### config.mk
export PLATFORM = sky130hd
export DESIGN_NAME = peashooter_sprite_fetch
export DESIGN_NICKNAME = d
export VERILOG_FILES = /design/src/rtl/pvz_sprite_pkg.sv /design/src/rtl/peashooter_sprite_fetch_rom.sv /design/src/rtl/peashooter_sprite_fetch.sv
export SDC_FILE = /design/constraint.sdc
export NUM_CORES = 1
export LEC_CHECK = 0
export ABC_AREA = 1
export BUFFER_PORTS_ARGS = -buffer_cell sky130_fd_sc_hd__clkbuf_2
export CAP_MARGIN = 25
export CORE_ASPECT_RATIO = 0.9
export CORE_MARGIN = 3
export CORE_UTILIZATION = 40
export CTS_BUF_LIST = sky130_fd_sc_hd__clkbuf_8
export DETAILED_ROUTE_END_ITERATION = 10
export SLEW_MARGIN = 15
export SYNTH_ARGS = -nofsm -noshare
export SYNTH_HDL_FRONTEND = slang
export SYNTH_HIERARCHICAL = 1
export SYNTH_SLANG_ARGS = --single-unit
export TNS_END_PERCENT = 30
### constraint.sdc
create_clock -name Clk -period 2.13 [get_ports Clk]
set_input_delay 0.213 -clock Clk [delete_from_list [all_inputs] [get_ports Clk]]
set_output_delay 0.213 -clock Clk [all_outputs]
set_load 0.1 [all_outputs]
### src/rtl/pvz_sprite_pkg.sv
// Shared types and constants for the PvZ sprite pipeline.
// Holds VGA timing, palette types and the peashooter sprite art pattern.
package pvz_sprite_pkg;

    localparam int H_TOTAL   = 800;
    localparam int V_TOTAL   = 525;
    localparam int H_VISIBLE = 640;
    localparam int V_VISIBLE = 480;

    typedef logic [3:0] pal_idx_t;
    typedef logic [9:0] screen_coord_t;

    localparam pal_idx_t TRANSPARENT_IDX_DEF = 4'd1;

    typedef enum logic {
        ST_IDLE,
        ST_ANIM
    } anim_state_t;

    // Sprite art as a closed-form pattern over the 15-bit word address:
    // low column bits, low row bits and the frame number are mixed so
    // that every address field leaves a visible trace in the index.
    function automatic pal_idx_t sprite_word(input logic [14:0] a);
        pal_idx_t w;
        w = a[3:0] ^ {a[7:6], 2'b00} ^ {1'b0, a[14:12]};
        return w;
    endfunction

endpackage

### src/rtl/peashooter_sprite_fetch_rom.sv
// Peashooter sprite ROM: single port, one-cycle synchronous read.
// Contents come from the sprite_word pattern in pvz_sprite_pkg.
module peashooter_rom
    import pvz_sprite_pkg::*;
#(
    parameter int AW = 15
) (
    input  logic          Clk,
    input  logic [AW-1:0] addr,
    output pal_idx_t      data
);

    // Registered read; data is valid one cycle after addr.
    always_ff @(posedge Clk) begin
        data <= sprite_word(15'(addr));
    end

endmodule

### src/rtl/peashooter_sprite_fetch.sv
// Peashooter sprite fetch: scan position -> ROM address -> palette index.
// Optional macro PEASHOOTER_HFLIP_EN adds an hflip input that mirrors columns.
module peashooter_sprite_fetch
    import pvz_sprite_pkg::*;
#(
    parameter int       SPRITE_W        = 64,
    parameter int       SPRITE_H        = 64,
    parameter int       NUM_FRAMES      = 8,
    parameter int       FRAME_HOLD      = 6,
    parameter pal_idx_t TRANSPARENT_IDX = TRANSPARENT_IDX_DEF,
    localparam int      FW = $clog2(NUM_FRAMES)
) (
    input  logic          Clk,
    input  logic          Reset,
    input  logic          vs,
    input  logic          enable,
    input  logic [9:0]    draw_x,
    input  logic [9:0]    draw_y,
    input  logic [9:0]    pos_x,
    input  logic [9:0]    pos_y,
`ifdef PEASHOOTER_HFLIP_EN
    input  logic          hflip,
`endif
    output logic [3:0]    pal_index,
    output logic          sprite_on,
    output logic [FW-1:0] frame_num
);

    localparam int AW = $clog2(SPRITE_W * SPRITE_H * NUM_FRAMES);
    localparam int CW = $clog2(SPRITE_W);
    localparam int RW = $clog2(SPRITE_H);
    localparam int HW = $clog2(FRAME_HOLD);

    anim_state_t   state_q;
    anim_state_t   state_n;
    logic [HW-1:0] hold_q;
    logic [HW-1:0] hold_n;
    logic [FW-1:0] frame_q;
    logic [FW-1:0] frame_n;
    logic          vs_d;
    logic          vs_edge;

    logic [10:0]   x11;
    logic [10:0]   y11;
    logic [10:0]   px11;
    logic [10:0]   py11;
    logic          in_box_c;
    logic          in_box_q;
    logic [CW-1:0] col_off;
    logic [CW-1:0] col_c;
    logic [RW-1:0] row_off;
    logic [AW-1:0] addr_c;
    pal_idx_t      rom_data;

    assign vs_edge = vs & ~vs_d;

    // Animation state, hold counter, frame counter and vsync history.
    always_ff @(posedge Clk) begin
        if (Reset) begin
            state_q <= ST_IDLE;
            hold_q  <= '0;
            frame_q <= '0;
            vs_d    <= 1'b0;
        end else begin
            state_q <= state_n;
            hold_q  <= hold_n;
            frame_q <= frame_n;
            vs_d    <= vs;
        end
    end

    // Next animation state; a dropped enable beats a coincident vs edge.
    always_comb begin
        state_n = state_q;
        hold_n  = hold_q;
        frame_n = frame_q;
        unique case (state_q)
            ST_IDLE: begin
                hold_n  = '0;
                frame_n = '0;
                if (enable) begin
                    state_n = ST_ANIM;
                end
            end
            ST_ANIM: begin
                if (!enable) begin
                    state_n = ST_IDLE;
                    hold_n  = '0;
                    frame_n = '0;
                end else if (vs_edge) begin
                    if (hold_q == HW'(FRAME_HOLD - 1)) begin
                        hold_n = '0;
                        if (frame_q == FW'(NUM_FRAMES - 1)) begin
                            frame_n = '0;
                        end else begin
                            frame_n = frame_q + 1'b1;
                        end
                    end else begin
                        hold_n = hold_q + 1'b1;
                    end
                end
            end
            default: begin
                state_n = ST_IDLE;
            end
        endcase
    end

    // Frame number is visible for debug.
    always_comb begin
        frame_num = frame_q;
    end

    // Stage 1 box test and address; 11-bit compares so pos+size never wraps.
    always_comb begin
        x11      = {1'b0, draw_x};
        y11      = {1'b0, draw_y};
        px11     = {1'b0, pos_x};
        py11     = {1'b0, pos_y};
        in_box_c = enable
                && (x11 >= px11) && (x11 < px11 + 11'(SPRITE_W))
                && (y11 >= py11) && (y11 < py11 + 11'(SPRITE_H));
        col_off  = CW'(draw_x - pos_x);
        row_off  = RW'(draw_y - pos_y);
`ifdef PEASHOOTER_HFLIP_EN
        col_c    = hflip ? (CW'(SPRITE_W - 1) - col_off) : col_off;
`else
        col_c    = col_off;
`endif
        addr_c   = '0;
        if (in_box_c) begin
            addr_c = AW'(frame_q) * AW'(SPRITE_W * SPRITE_H)
                   + AW'(row_off) * AW'(SPRITE_W)
                   + AW'(col_c);
        end
    end

    peashooter_rom #(
        .AW (AW)
    ) u_rom (
        .Clk  (Clk),
        .addr (addr_c),
        .data (rom_data)
    );

    // Stage 1 box flag and stage 2 output registers; ROM read sits between.
    always_ff @(posedge Clk) begin
        if (Reset) begin
            in_box_q  <= 1'b0;
            pal_index <= '0;
            sprite_on <= 1'b0;
        end else begin
            in_box_q  <= in_box_c;
            pal_index <= rom_data;
            sprite_on <= in_box_q && (rom_data != TRANSPARENT_IDX);
        end
    end

endmodule

# After elaboration in Yosys (flattened, before gate mapping)
# Index checks and enable logic that the tools add are counted.
# totals
register_bits	18
output_inout_bits	8
input_bits	44
# classes
magnitude_cmp	4
n_mux	11
n_reduce_logical	6
bitwise_logic	5
add_sub_neg	8
n_eq_ne	5
# ops
operator	count
$add 10x7->11 const B	2
$lt 10x11->1	2
$mux 3	7
$ge 10x10->1	2
$add 15x12->15	1
$add 15x6->15	1
$mux 15	1
$pmux 3 s2	2
$sub 6x6->6	2
$add 3x1->3 const B	2
$eq 3x3->1 const B	2
$ne 3x2->1 const B	2
$logic_and 1x1->1	5
$ne 4x1->1 const B	1
$xor 4x3->4	1
$xor 4x4->4	1
$not 1->1	2
$reduce_and 2->1	1
$and 1x1->1	1
$mux 1	1

# Depth between registers and ports, before layout
# Gate-level depths: netlist of run 1.
# depth
word_depth	8
depth_mapped	18

# Modules after synthesis
# Netlist of run 1, hierarchy kept.
# modules_own_cells
mod	instances	cells_per_inst	area_each_um2	seq_area_each_um2
peashooter_sprite_fetch	1	261	1737.9	280.3
peashooter_rom	1	16	141.4	80.1

# Least setup slack after synthesis of run 1
# Ideal clock, no wire load.
# synth_path
kind	input to register
from	input port pos_x[6]
to	register u_rom.data[2]
t_arrival_ps	1838
cell_stages	18
path_slack_ps	180
required_ps	2018
path_buffers	1
path_cell_list	ha_1 -> xnor2_1 -> ha_1 -> nand2_1 -> nand2_1 -> nand3_1 -> nand2_1 -> inv_1 -> nand2_1 -> a21oi_2 -> nand3_4 -> buf_6 -> nor2_2 -> inv_1 -> nand2_1 -> nand2_1 -> nand2_1 -> nand2_1
# synth_between
elab_chain_len	8
# synth_rtl
item	line_no	source
start, declared	peashooter_sprite_fetch.sv:19	input logic [9:0] pos_x,
$add 10x7->11 or $ge 10x10->1 (tied branches)	peashooter_sprite_fetch.sv:121	&& (x11 >= px11) && (x11 < px11 + 11'(SPRITE_W))
$lt 10x11->1 or $logic_and 1x1->1 (tied branches)	peashooter_sprite_fetch.sv:121	
$logic_and 1x1->1 *	peashooter_sprite_fetch.sv:121	
$logic_and 1x1->1 * (2 in series)	peashooter_sprite_fetch.sv:122	&& (y11 >= py11) && (y11 < py11 + 11'(SPRITE_H));
$mux 15 *	peashooter_sprite_fetch.sv:131	if (in_box_c) begin
via addr_c[6]	peashooter_sprite_fetch.sv:52	logic [AW-1:0] addr_c;
$xor 4x4->4 *	pvz_sprite_pkg.sv:25	w = a[3:0] ^ {a[7:6], 2'b00} ^ {1'b0, a[14:12]};
$xor 4x3->4 *	pvz_sprite_pkg.sv:25	
end signal, assigned	peashooter_sprite_fetch_rom.sv:15	data <= sprite_word(15'(addr));
end, declared	peashooter_sprite_fetch_rom.sv:10	output pal_idx_t data
# The timed path passes the listed nets; every way through them passes the cells marked *.
# A chain may end at the register's enable or synchronous reset.

# Worst setup path after layout of run 1
# Same ends and word-level chain as after synthesis.

==> results.rst, run 1 <==
.. list-table::
   :header-rows: 1

   * - Metric
     - Value
   * - Syn Std Cell Area
     - 1760 um2
   * - Via count
     - 1,646
   * - Maximum fanout encountered on the critical timing path
     - 6
   * - Area grow syn2layout
     - 21.9%
   * - Post-DP HPWL
     - 2910 um
   * - Maximum single-stage delay on the critical path
     - 0.29 ns
   * - Maximum number of pins on one net before global-route repair
     - 12
   * - WS Path Type
     - in2reg
   * - Residual DRC
     - 0
   * - Total global-route track usage
     - 13.1%
   * - Worst setup slack after layout
     - 0.306 ns
   * - Worst Setup Start Kind
     - input port
   * - Worst rel slew slack
     - 64.1%
   * - Int Pwr
     - 0.641 mW
   * - Longest Clk Path Bufs
     - 2
   * - Count of nets after finishing
     - 394
   * - Sum Neg Setup Slack
     - 0 ns
   * - Clock tree from TritonCTS
     - built
   * - Final setup violation count
     - 0
   * - Cells along the critical path
     - clkbuf_2 > ha_1 > xnor2_1 > ha_1 > nand2_1 > nand2_1 > nand3_1 > nand2_1 > inv_1 > nand2_1 > a21oi_2 > nand3_4 > nor2_1 > inv_1 > nand2_1 > nand2_1 > nand2_1 > nand2_1
   * - Die Area
     - 5240 um2
   * - Detailed-router iteration count before antenna repair
     - 4
   * - Slew Viols, Final
     - 0
   * - Instance count of the mapped netlist
     - 260
   * - Cell Pwr Density
     - 433 nW/um2
   * - Clock tree root driver cell
     - sky130_fd_sc_hd__clkbuf_8
   * - Residual antenna-violating net count after detailed routing
     - 0
   * - Worst hold-check path type
     - in2reg
   * - Total overflow reported by the global router
     - 0
   * - Max-cap violations
     - 0
   * - Syn Area/Cell
     - 6.78 um2
   * - Standby leakage power
     - 1.23 nW
   * - Number of buffers inserted during clock tree synthesis
     - 3
   * - Fraction of final layout cells with drive strength greater than 1
     - 21.6%
   * - Cell type of the slowest stage on the worst timing path
     - sky130_fd_sc_hd__ha_1
   * - Antenna diode count
     - 0
   * - Total Wirelength
     - 3260 um
   * - Most numerous cell on the critical path
     - sky130_fd_sc_hd__nand2_1
   * - Crit end category
     - flop
   * - Clock power share
     - 29.2%
   * - Result of the run
     - complete, no violations
   * - Yosys warning total
     - 6
   * - Count of H-tree levels built during CTS
     - 1
   * - Clock transition at the registers of the reported paths
     - 0.07 ns
   * - P_sw
     - 0.289 mW
   * - Post-CTS setup-driven buffer insertion count
     - 0
   * - Detailed-route vias per instance
     - 4.39
   * - Routability congestion estimate from global placement
     - 0.748
   * - Placement-stage worst setup slack
     - 0.0176 ns
   * - Reg2reg path depth
     - 4
   * - Share of power burned in combinational logic
     - 33.4%
   * - Initial antenna violation count
     - 0
   * - Worst Hold Margin
     - 0.186 ns
   * - Share of the clock period used by the worst path
     - 85.6%
   * - Clock tree skew after final layout
     - 0.00639 ns
   * - Clk Latency, worst-skew pair
     - 0.25 ns
   * - Post-layout util
     - 51.7%
   * - Post-route total power
     - 0.931 mW
   * - Number of clock sinks seen by CTS
     - 18
   * - Relative contribution of sequential cells to total power
     - 37.4%
   * - Average detailed-routed wire length per instance
     - 8.70 um
   * - Final-report hold violation count
     - 0
   * - Unrepaired setup endpoints after global routing
     - false
   * - Post-CTS Hold Fix Bufs
     - 0
   * - Core region area
     - 4160 um2
   * - Achievable frequency
     - 0.548 GHz
   * - WP data arrival
     - 1.98 ns
   * - Via count of the first global-routing pass
     - 1,457
   * - Worst VDD drop
     - 0.000203 V
   * - Least-Margin Pin Slew
     - 0.541 ns
   * - Required time at the endpoint of the critical path
     - 2.28 ns
   * - Number of buffer cells added on primary ports
     - 51
   * - Resized Gates After CTS
     - 0
   * - Switching Fraction
     - 31.1%
   * - Iter 0 DRT Violations
     - 35
   * - Ports
     - 52
   * - Initial core utilization
     - 42.4%
   * - Wire length of the first global-routing pass
     - 5710 um
   * - Total nets after synthesis
     - 338
   * - Std cell rows
     - 22
   * - Min Clock Period, post-route
     - 1.82 ns
   * - Y dimension of the die
     - 69.0 um
   * - Hold Crit Depth
     - 3
   * - Floorplan die width
     - 76.0 um
-- sequential cells by signal, indices dropped and copies added, names as in the netlist --
| name | flops |
|---|---|
| pal_index | 4 |
| state_q | 1 |
| vs_d | 1 |
| in_box_q | 1 |
| frame_num | 3 |
| sprite_on | 1 |
| u_rom/data | 4 |
| hold_q | 3 |
-- worst max-delay path: cells and delay by family --
kind	cells	cell delay, ns
AND/OR/NAND/NOR	11	0.75
buffers and inverters	3	0.22
AO/OA/AOI/OAI	1	0.14
XOR/XNOR	1	0.13
adder cells (fa/ha/maj)	2	0.53
-- power groups by stage --
stage                     Clock [mW]  Combinational (mW)  Sequential, mW
after floorplan                    0               0.206           0.368
after global placement             0               0.312           0.355
after detailed placement           0               0.314           0.355
after CTS                      0.278               0.316           0.348
after global routing           0.295               0.365           0.348
final                          0.272               0.311           0.348
-- cells in the final DEF (no fill, tap or decap), types with 2 or more instances in the layout --
master / n
sky130_fd_sc_hd__o21ai_0: 4
sky130_fd_sc_hd__nor3b_1: 2
sky130_fd_sc_hd__fa_1: 2
sky130_fd_sc_hd__xnor2_1: 4
sky130_fd_sc_hd__nor2_1: 29
sky130_fd_sc_hd__nand2_1: 59
sky130_fd_sc_hd__buf_4: 2
sky130_fd_sc_hd__a21o_1: 2
sky130_fd_sc_hd__clkbuf_2: 51
sky130_fd_sc_hd__inv_1: 57
sky130_fd_sc_hd__ha_1: 32
sky130_fd_sc_hd__dfxtp_1: 18
sky130_fd_sc_hd__nand4_1: 2
sky130_fd_sc_hd__nand3_1: 11
sky130_fd_sc_hd__xor2_1: 5
sky130_fd_sc_hd__clkbuf_8: 4
sky130_fd_sc_hd__nand3_2: 2
sky130_fd_sc_hd__a21oi_1: 14
sky130_fd_sc_hd__nor2_2: 5
-- metrics by stage --
stage          cell area (um2)  instances
3_5_place_dp              2090        371
4_1_cts                   2150        375
6_report                  2150        375
2_1_floorplan             1760        260
3_3_place_gp              2090        371
5_1_grt                   2150        375
-- cell type report --
class / instances / area [um2]
Multi-Input combinational cell: 183 / 1170
Sequential cell: 18 / 360
Inverter: 57 / 214
Clock buffer: 4 / 55.1
Fill cell: 431 / 2010
Timing Repair Buffer: 53 / 270
Tap cell: 60 / 75.1
-- path summary, 6_finish.rpt --
check	startpoint	endpoint	slack, ns
min	vs	vs_d	0.19
max	pos_x[6]	u_rom/data[2]	0.31
max reg2reg	vs_d	hold_q[1]	0.96
min reg2reg	u_rom/data[1]	pal_index[1]	0.43
-- metal layers --
metal  up-vias  share of wire, %  track usage, %  wire (um)
met1       687                49            16.5       1610
met5         -                 0               0          0
met4         0                 0           0.679          0
li1        918                 -               -          -
met3         0               6.0            3.51        196
met2        41                45            24.1       1460
Power figures use the tool's default switching activity.
==> run 2: changes to the inputs <==
--- a/config.mk
+++ b/config.mk
@@ -8,11 +8,13 @@
 export ABC_AREA = 1
 export BUFFER_PORTS_ARGS = -buffer_cell sky130_fd_sc_hd__clkbuf_2
 export CAP_MARGIN = 25
-export CORE_ASPECT_RATIO = 0.9
+export CORE_ASPECT_RATIO = 1.1
 export CORE_MARGIN = 3
 export CORE_UTILIZATION = 40
 export CTS_BUF_LIST = sky130_fd_sc_hd__clkbuf_8
 export DETAILED_ROUTE_END_ITERATION = 10
+export GPL_TIMING_DRIVEN = 0
+export PLACE_DENSITY = 0.73
 export SLEW_MARGIN = 15
 export SYNTH_ARGS = -nofsm -noshare
 export SYNTH_HDL_FRONTEND = slang
==> run 2 against run 1 <==
Net effect:
- cell area up 0.47%
- setup slack got worse by 0.059 ns
- largest power group unchanged
- total power fell by 0.10%
- clock-buffer cell count stayed put
- sequential power about the same
- critical endpoint unchanged
- global-route usage shrank 0.29 points
- critical path type unchanged
- non-clock buffer count up 1
==> results.rst, run 2 (same netlist as run 1, synthesis figures left out) <==
.. list-table::
   :header-rows: 1

   * - Metric
     - Value
   * - Max-cap violations
     - 0
   * - Antenna diode count
     - 0
   * - Wire length of the first global-routing pass
     - 5720 um
   * - Least-Margin Pin Slew
     - 0.541 ns
   * - WP data arrival
     - 2.03 ns
   * - Launch instance of the worst min-delay path
     - vs
   * - Iter 0 DRT Violations
     - 31
   * - Count of placed standard cells including taps
     - 363
   * - Min Clock Period, post-route
     - 1.88 ns
   * - Worst Setup Start Kind
     - input port
   * - Clock tree root driver cell
     - sky130_fd_sc_hd__clkbuf_8
   * - Post-route total power
     - 0.930 mW
   * - Reg2reg path depth
     - 4
   * - Worst hold-check path type
     - in2reg
   * - Worst VDD drop
     - 0.000141 V
   * - Maximum fanout encountered on the critical timing path
     - 4
   * - Detailed-router iteration count before antenna repair
     - 6
   * - Required time at the endpoint of the critical path
     - 2.28 ns
   * - Final cell area excluding filler cells
     - 2160 um2
   * - Initial antenna violation count
     - 0
   * - Number of buffer cells added on primary ports
     - 51
   * - Residual DRC
     - 0
   * - Worst R2R Start
     - vs_d
   * - Worst r2r dst
     - hold_q[1]
   * - Routability congestion estimate from global placement
     - 0.767
   * - Result of the run
     - complete, no violations
   * - Post-CTS Hold Fix Bufs
     - 0
   * - Achievable frequency
     - 0.531 GHz
   * - Average detailed-routed wire length per instance
     - 8.98 um
   * - Count of H-tree levels built during CTS
     - 1
   * - Worst setup slack after layout
     - 0.247 ns
   * - Area grow syn2layout
     - 22.4%
   * - Worst rel slew slack
     - 64.1%
   * - Fraction of final layout cells with drive strength greater than 1
     - 22.5%
   * - Post-layout instance count excluding filler cells
     - 368
   * - Initial core utilization
     - 42.9%
   * - Slew Viols, Final
     - 0
   * - Residual antenna-violating net count after detailed routing
     - 0
   * - Longest Clk Path Bufs
     - 2
   * - Via count
     - 1,649
   * - Clock tree skew after final layout
     - 0.00315 ns
   * - Post-DP HPWL
     - 2950 um
   * - Clk Latency, worst-skew pair
     - 0.25 ns
   * - Ports
     - 52
   * - WS Path Type
     - in2reg
   * - Total global-route track usage
     - 12.8%
   * - Cell Pwr Density
     - 431 nW/um2
   * - Clock transition at the registers of the reported paths
     - 0.07 ns
   * - Filler cell count in the final layout
     - 399
   * - Standby leakage power
     - 1.23 nW
   * - Detailed-route vias per instance
     - 4.48
   * - Sink of the worst hold path
     - vs_d
   * - Crit end category
     - flop
   * - Total Wirelength
     - 3300 um
   * - Share of the clock period used by the worst path
     - 88.4%
   * - Sum Neg Setup Slack
     - 0 ns
   * - Y dimension of the die
     - 75.6 um
   * - Floorplan die width
     - 69.3 um
   * - Cells along the critical path
     - clkbuf_2 > ha_2 > xnor2_2 > ha_1 > nand2_1 > nand2_1 > nand3_1 > nand2_1 > inv_1 > nand2_1 > a21oi_2 > nand3_4 > buf_6 > nor2_2 > inv_1 > nand2_1 > nand2_1 > nand2_1 > nand2_1
   * - Maximum single-stage delay on the critical path
     - 0.28 ns
   * - Cell type of the slowest stage on the worst timing path
     - sky130_fd_sc_hd__ha_1
   * - Via count of the first global-routing pass
     - 1,515
   * - Setup slack on the worst flop-to-flop path
     - 0.94 ns
   * - Most common library cell in the layout ignoring fill and taps
     - sky130_fd_sc_hd__nand2_1
   * - Number of clock sinks seen by CTS
     - 18
   * - Most numerous cell on the critical path
     - sky130_fd_sc_hd__nand2_1
   * - Placed cell areas
     - 2080 um2
   * - Core region area
     - 4110 um2
   * - Top library cells by usage in the layout, fill and taps aside
     - sky130_fd_sc_hd__nand2_1 (59), sky130_fd_sc_hd__inv_1 (57), sky130_fd_sc_hd__clkbuf_2 (51)
   * - Placement-stage worst setup slack
     - -0.114 ns
   * - Total overflow reported by the global router
     - 0
   * - Clock tree from TritonCTS
     - built
   * - Hold Crit Depth
     - 3
   * - Std cell rows
     - 24
   * - Die Area
     - 5240 um2
   * - Number of buffers inserted during clock tree synthesis
     - 3
   * - Count of nets after finishing
     - 395
   * - Top flop regs
     - pal_index (4), u_rom/data (4)
   * - Launch point of the critical path
     - pos_x[6]
   * - Final setup violation count
     - 0
   * - Maximum number of pins on one net before global-route repair
     - 11
   * - Final-report hold violation count
     - 0
   * - Unrepaired setup endpoints after global routing
     - false
-- run 2: cell types whose count changed in the layout (fill, tap and decap cells not counted) --
| cell | before | now |
|---|---|---|
| sky130_fd_sc_hd__buf_4 | 2 | 1 |
| sky130_fd_sc_hd__buf_6 | 0 | 1 |
| sky130_fd_sc_hd__clkbuf_1 | 0 | 1 |
| sky130_fd_sc_hd__ha_1 | 32 | 30 |
| sky130_fd_sc_hd__ha_2 | 0 | 2 |
| sky130_fd_sc_hd__xnor2_1 | 4 | 3 |
| sky130_fd_sc_hd__xnor2_2 | 0 | 1 |
-- run 2: through the flow --
| step | hold WS [ns] | util [%] |
|---|---|---|
| floorplan | 0.338 | - |
| global placement | 0.416 | 50.6 |
| detailed placement | 0.416 | 50.6 |
| CTS | 0.167 | 52.0 |
| global route | 0.192 | 52.5 |
| finish | 0.174 | 52.5 |
-- run 2: critical path: cells and delay by family --
| family | cells | cell delay, ns |
|---|---|---|
| buffers and inverters | 4 | 0.34 |
| and+or+nand+nor | 11 | 0.70 |
| xor gates and xnor gates | 1 | 0.13 |
| adders and majority gates | 2 | 0.49 |
| AOI/OAI and AO/OA | 1 | 0.15 |
-- run 2: per-layer routing --
| layer | vias to the layer above | track usage, % | wire [um] |
|---|---|---|---|
| met3 | 2 | 1.85 | 146 |
| met1 | 697 | 15.5 | 1590 |
| li1 | 917 | - | - |
| met5 | - | 0 | 0 |
| met4 | 0 | 2.60 | 12 |
| met2 | 33 | 24.6 | 1550 |
-- run 2: how the worst max path moves through the flow --
stage,to,slack (ns)
2_1_floorplan,u_rom/data[2],0.20
3_3_place_gp,u_rom/data[2],-0.06
3_5_place_dp,u_rom/data[2],-0.11
4_1_cts,u_rom/data[2],0.14
5_1_grt,u_rom/data[2],0.02
6_report,u_rom/data[2],0.25
-- run 2: timing repair --
| item | CTS | global route |
|---|---|---|
| hold endpoints to repair | 0 | 0 |
| setup endpoints to repair | 0 | 1 |
| resized for setup | 0 | 3 |
| buffers inserted | 0 | 1 |
-- run 2: power by group --
part	internal (mW)	switching [mW]	leakage, nW	total (mW)
registers	0.345	0.00291	0.146	0.347
logic	0.134	0.178	1.06	0.311
clock network	0.164	0.107	0.0288	0.271
total	0.642	0.288	1.23	0.930
-- run 2: area by class of cell --
class / instances / area [um2] / share of cell area [%]
Timing Repair Buffer: 52 / 263 / 12.2
Multi-Input combinational cell: 183 / 1190 / 55.0
Sequential cell: 18 / 360 / 16.7
Clock buffer: 4 / 55.1 / 2.55
Buffer: 2 / 15.0 / 0.696
Inverter: 57 / 214 / 9.91
Tap cell: 52 / 65.1 / 3.01
